## src/rtl/dma_channel_arbiter.sv

```systemverilog
// ---------------------------------------------------------------------------
// dma_channel_arbiter
//   Two-channel DMA controller for the I/O-to-RAM path. Block-transfer
//   requests from device 0 and device 1 are arbitrated round-robin. The
//   memory bus is borrowed from the processor with holdReq/holdAck. One
//   DATA_W word moves per cycle between the granted device and RAM. The bus
//   is released when the block is done.
//
// Ports
//   clk, rst_n          clock, asynchronous active-low reset
//   dreq[1:0]           per-channel request level (bit0 = dev0, bit1 = dev1)
//   drw[1:0]            per-channel direction (0 = device->RAM, 1 = RAM->device)
//   dbase0/1, dlen0/1   start address and word count, sampled at grant
//   dwdata0/1           device write data, advanced by the device on its dstrobe
//   drdata              read data to the device (mirrors ram_rdata)
//   dstrobe[1:0]        one-hot: a word for that channel moves this cycle
//   ddone[1:0]          one-cycle completion pulse per channel
//   holdReq / holdAck   bus request to / grant from the processor
//   ram_en, ramCtrl     RAM access strobe and direction (1 = write)
//   ram_addr            RAM word address
//   ram_wdata           write data of the granted channel
//   ram_rdata           RAM read data, combinational in the same cycle
// ---------------------------------------------------------------------------
module dma_channel_arbiter #(
  parameter int ADDR_W = 6,
  parameter int DATA_W = 32,
  parameter int LEN_W  = 6
) (
  input  logic              clk,
  input  logic              rst_n,
  input  logic [1:0]        dreq,
  input  logic [1:0]        drw,
  input  logic [ADDR_W-1:0] dbase0,
  input  logic [ADDR_W-1:0] dbase1,
  input  logic [LEN_W-1:0]  dlen0,
  input  logic [LEN_W-1:0]  dlen1,
  input  logic [DATA_W-1:0] dwdata0,
  input  logic [DATA_W-1:0] dwdata1,
  output logic [DATA_W-1:0] drdata,
  output logic [1:0]        dstrobe,
  output logic [1:0]        ddone,
  output logic              holdReq,
  input  logic              holdAck,
  output logic              ram_en,
  output logic              ramCtrl,
  output logic [ADDR_W-1:0] ram_addr,
  output logic [DATA_W-1:0] ram_wdata,
  input  logic [DATA_W-1:0] ram_rdata
);

  typedef enum logic [1:0] {
    IDLE = 2'd0,
    REQ  = 2'd1,
    XFER = 2'd2,
    REL  = 2'd3
  } state_t;

  state_t              state_q, state_d;
  logic                ch_q, ch_d;         // granted channel
  logic                rr_q, rr_d;         // channel preferred when both request
  logic                drw_q, drw_d;       // latched direction of granted channel
  logic [ADDR_W-1:0]   cur_q, cur_d;       // current RAM address
  logic [LEN_W-1:0]    rem_q, rem_d;       // words still to move
  logic                hold_req_q, hold_req_d;
  logic [1:0]          ddone_q, ddone_d;

  logic                req_ch;
  logic [LEN_W-1:0]    req_len;
  logic                beat;

  // A single requester always wins; contention is settled by the rr pointer.
  assign req_ch  = (dreq == 2'b11) ? rr_q : dreq[1];
  assign req_len = req_ch ? dlen1 : dlen0;

  // A beat happens in any XFER cycle where the processor still grants the bus;
  // holdAck low simply stalls with address and count frozen.
  assign beat = (state_q == XFER) && holdAck;

  always_comb begin
    state_d    = state_q;
    ch_d       = ch_q;
    rr_d       = rr_q;
    drw_d      = drw_q;
    cur_d      = cur_q;
    rem_d      = rem_q;
    hold_req_d = hold_req_q;
    ddone_d    = 2'b00;

    unique case (state_q)
      IDLE: begin
        if (|dreq) begin
          ch_d  = req_ch;
          drw_d = drw[req_ch];
          if (req_len == '0) begin
            // Empty transfer completes without touching the bus.
            ddone_d = req_ch ? 2'b10 : 2'b01;
            rr_d    = ~req_ch;
          end else begin
            cur_d      = req_ch ? dbase1 : dbase0;
            rem_d      = req_len;
            hold_req_d = 1'b1;
            state_d    = REQ;
          end
        end
      end

      REQ: begin
        if (holdAck) begin
          state_d = XFER;
        end
      end

      XFER: begin
        if (holdAck) begin
          cur_d = cur_q + ADDR_W'(1);
          rem_d = rem_q - LEN_W'(1);
          if (rem_q == LEN_W'(1)) begin
            state_d    = REL;
            hold_req_d = 1'b0;
            ddone_d    = ch_q ? 2'b10 : 2'b01;
            rr_d       = ~ch_q;
          end
        end
      end

      REL: begin
        // Do not re-arbitrate until the processor has taken the bus back.
        if (!holdAck) begin
          state_d = IDLE;
        end
      end

      default: begin
        state_d = IDLE;
      end
    endcase
  end

  always_ff @(posedge clk or negedge rst_n) begin
    if (!rst_n) begin
      state_q    <= IDLE;
      ch_q       <= 1'b0;
      rr_q       <= 1'b0;
      drw_q      <= 1'b0;
      cur_q      <= '0;
      rem_q      <= '0;
      hold_req_q <= 1'b0;
      ddone_q    <= 2'b00;
    end else begin
      state_q    <= state_d;
      ch_q       <= ch_d;
      rr_q       <= rr_d;
      drw_q      <= drw_d;
      cur_q      <= cur_d;
      rem_q      <= rem_d;
      hold_req_q <= hold_req_d;
      ddone_q    <= ddone_d;
    end
  end

  assign holdReq   = hold_req_q;
  assign ddone     = ddone_q;
  assign ram_en    = beat;
  assign ramCtrl   = beat & ~drw_q;
  assign ram_addr  = cur_q;
  assign dstrobe   = beat ? {ch_q, ~ch_q} : 2'b00;
  assign ram_wdata = ch_q ? dwdata1 : dwdata0;
  assign drdata    = ram_rdata;

endmodule
```

## config.mk

```make
export PLATFORM = sky130hd
export DESIGN_NAME = dma_channel_arbiter
export DESIGN_NICKNAME = d
export VERILOG_FILES = /design/src/rtl/dma_channel_arbiter.sv
export SDC_FILE = /design/constraint.sdc
export NUM_CORES = 1
export LEC_CHECK = 0
export CORE_ASPECT_RATIO = 1.2
export CORE_MARGIN = 3
export CORE_UTILIZATION = 33
export CTS_CLUSTER_SIZE = 40
export DETAILED_ROUTE_END_ITERATION = 6
export PLACE_DENSITY = 0.88
export SYNTH_ARGS = -nofsm -noshare
export SYNTH_HDL_FRONTEND = slang
export SYNTH_SLANG_ARGS = --single-unit
```

## constraint.sdc

```tcl
create_clock -name clk -period 3.1 [get_ports clk]
set_input_delay 0.31 -clock clk [delete_from_list [all_inputs] [get_ports clk]]
set_output_delay 0.31 -clock clk [all_outputs]
set_load 0.05 [all_outputs]
```

==> impl_metrics.ini <==
[status]
outcome = finished clean

[setup_path]
critPathKind = flop to primary output
largest_fanout_on_the_critical_path = 19
critPathArrivalTime_ns = 2.31
endpoint_kind = primary output
count_of_cells_along_the_worst_register_to_register_path = 8
timing.critical_path.required_ns = 2.79
setup_crit_start_kind = flop
critical_path.reg2reg.startpoint = state_q[0]
cp-startpoint = state_q[0]

[die]
die-width_um = 78.9
die_height_um = 93.4
floorplan.rows = 31
die_area_um2 = 7370
floorplan.initialDensity_pct = 34.5
area_inside_the_core_boundary_um2 = 6090
boundary_pins = 204

[sta]
max_clock_freq_mhz = 382
rsz0062_at_grt = no
post-route-period-util_pct = 84.5
report.final.setup_viol = 0
layout_setup_ws_ns = 0.480
final.min_clock_period_ns = 2.62
worst_tran_pin_value_ns = 0.991
finalSetupTns_ns = 0
timing.final.max_slew_violations = 0
worst_slew_margin_rel_pct = 33.7
timing_hold_violations_final = 0
whs_ns = 0.518
fin_worst_skew_ns = 0.00311

[routing]
vias_per_cell = 5.15
wire_per_inst_um = 18.3
detail-route-antenna-nets = 0
postRouteWirelength_um = 7800
drt_iter0_drc = 136
drc_violations = 0
number_of_vias_after_detailed_routing = 2194
tritonroute_pass_1_iters = 5

[cts]
clock_latency_ns = 0.27
postCtsSetupRepairBufs = 0
worst_setup_hold_path_clk_slew_ns = 0.08
clock_tree.buffer_depth = 2
cts_inserted_buffers = 3
post_cts_resize_count = 0
clock_tree.root_cell = sky130_fd_sc_hd__clkbuf_8
cts.sinks = 20
cts-htree-levels = 1
hold_buffers = 0
tritoncts = built

[worst_hold_path]
hold_path_depth = 2
timing.hold.worst.start = drw_q
hold_removal_path_class = flop to flop

[logic_synthesis]
synth_ff_type = sky130_fd_sc_hd__dfrtp_1
netlist_instances = 244
yosys.cell_count.top_type = sky130_fd_sc_hd__mux2_2
synth.net_count = 378
post_synth_main_area_contributors = sky130_fd_sc_hd__dfrtp_1 24%, sky130_fd_sc_hd__mux2_2 18%, sky130_fd_sc_hd__buf_4 11%, sky130_fd_sc_hd__ha_1 4.2%, sky130_fd_sc_hd__nand2_1 3.6%
synth.cells.most_frequent = 34 x sky130_fd_sc_hd__mux2_2, 32 x sky130_fd_sc_hd__buf_4, 20 x sky130_fd_sc_hd__dfrtp_1, 20 x sky130_fd_sc_hd__nand2_1, 16 x sky130_fd_sc_hd__nor2_1
synth_warnings = 0
ys_types = 51
ys_seq_area_share_pct = 23.8
async_flop_share_pct = 100
postSynthRegisterBits = 20
synth_area_per_cell_um2 = 8.61
yosys.area.top_type_share_pct = 23.8
synth_edf_count = 0
syn_area_um2 = 2100
netlist.top_cell.by_area = sky130_fd_sc_hd__dfrtp_1

[final_layout]
area_growth_syn_to_layout_pct = 58.8
final_layout_size_suffix_gt1_share_pct = 15.1
antenna-diode-count = 0
final-instance-count-excl-fill = 426
final_net_count = 480
layout.core_utilization_pct = 54.8

[power_and_ir_drop]
leakage_nw = 1.34
cellPowerDensity_nw_per_um2 = 862
highest_ir_drop_seen_on_vdd_v = 0.000420

[placement]
detailed_place_hpwl_um = 6340
placement.setup.worst_slack_ns = 0.660
buffer_ports.inserted = 139
place_inst = 423
finalWeightedCongestion = 0.860

[grt]
grt_start_max_net_pins = 38
wire_length_of_the_first_global_routing_pass_um = 11500
grt_antenna_before_repair = 0
global_route.overflow_total = 0
grtUsageTotal_pct = 19.9
grt_pass1_vias = 2286

[run]
timing.max_cap.violations = 0
worst max-delay path, cell delays in order (launching register included):
cell,delay [ns]
sky130_fd_sc_hd__dfrtp_1,0.42
sky130_fd_sc_hd__inv_1,0.09
sky130_fd_sc_hd__ha_1,0.14
sky130_fd_sc_hd__buf_4,0.22
sky130_fd_sc_hd__nand2_1,0.21
sky130_fd_sc_hd__nor2_1,0.15
sky130_fd_sc_hd__clkdlybuf4s50_1,0.81
power breakdown:
group / internal [mW] / total [mW] / switching, mW
Sequential: 0.380 / 0.496 / 0.116
Combinational: 0.869 / 2.20 / 1.33
Clock: 0.0869 / 0.180 / 0.0932
kinds of logic (layout without fill, tap and decap cells):
group | Yosys count | in the layout | synth area share [%]
flops | 20 | 20 | 23.8
simple gates | 73 | 73 | 18.0
fa+ha+maj | 7 | 7 | 4.17
mux | 38 | 38 | 20.2
compound gates | 48 | 48 | 16.7
buf+inv | 58 | 158 | 17.1
area by class of cell:
class	count	area, µm²
fill	579	2750
timing repair buffer	142	1400
multi-input combinational	166	1240
sequential	20	500
tap	82	103
inverter	13	48.8
clock buffer	3	41.3
routing by layer:
metal,vias up,track usage (%),wire (µm)
li1,1040,-,-
met1,1020,22.0,2840
met2,111,34.7,3990
met3,23,5.59,689
met4,0,9.74,279
met5,-,0,0
per-stage QoR:
| stage | total power, mW | instance area, µm² |
|---|---|---|
| after global routing | 3.04 | 3340 |
| after detailed placement | 2.70 | 3300 |
| after floorplan | 2.12 | 2100 |
| after CTS | 2.88 | 3340 |
| final | 2.88 | 3340 |
| after global placement | 2.65 | 3300 |
registers in the layout, indices dropped and copies added, names as in the netlist:
register and count:
state_q 2, drw_q 1, ch_q 1, ram_addr 6, rem_q 6, rr_q 1
ddone 2, holdReq 1
layout by cell type, fill, tap and decap left out, types with 3 or more instances in the layout:
cell	n
sky130_fd_sc_hd__a31oi_1	5
sky130_fd_sc_hd__or2_2	3
sky130_fd_sc_hd__nand2b_1	3
sky130_fd_sc_hd__nand3_1	4
sky130_fd_sc_hd__mux2_2	34
sky130_fd_sc_hd__o22a_1	4
sky130_fd_sc_hd__nor3_1	9
sky130_fd_sc_hd__a21oi_1	4
sky130_fd_sc_hd__clkdlybuf4s50_1	135
sky130_fd_sc_hd__or3_1	3
sky130_fd_sc_hd__dfrtp_1	20
sky130_fd_sc_hd__mux2i_1	3
sky130_fd_sc_hd__buf_4	7
sky130_fd_sc_hd__clkbuf_8	3
sky130_fd_sc_hd__o21ai_0	12
sky130_fd_sc_hd__and3_1	5
sky130_fd_sc_hd__inv_1	11
sky130_fd_sc_hd__nand2_1	20
sky130_fd_sc_hd__nor2_1	16
sky130_fd_sc_hd__ha_1	7
worst paths after layout:
check | to | slack, ns
min in group asynchronous | rem_q[2] | 0.59
worst max register to register | rem_q[2] | 0.71
worst max-delay path | dstrobe[1] | 0.48
max in group asynchronous | rr_q | 1.91
worst min register to register | drw_q | 0.52
worst min-delay path | drw_q | 0.52
Power figures use the tool's default switching activity.
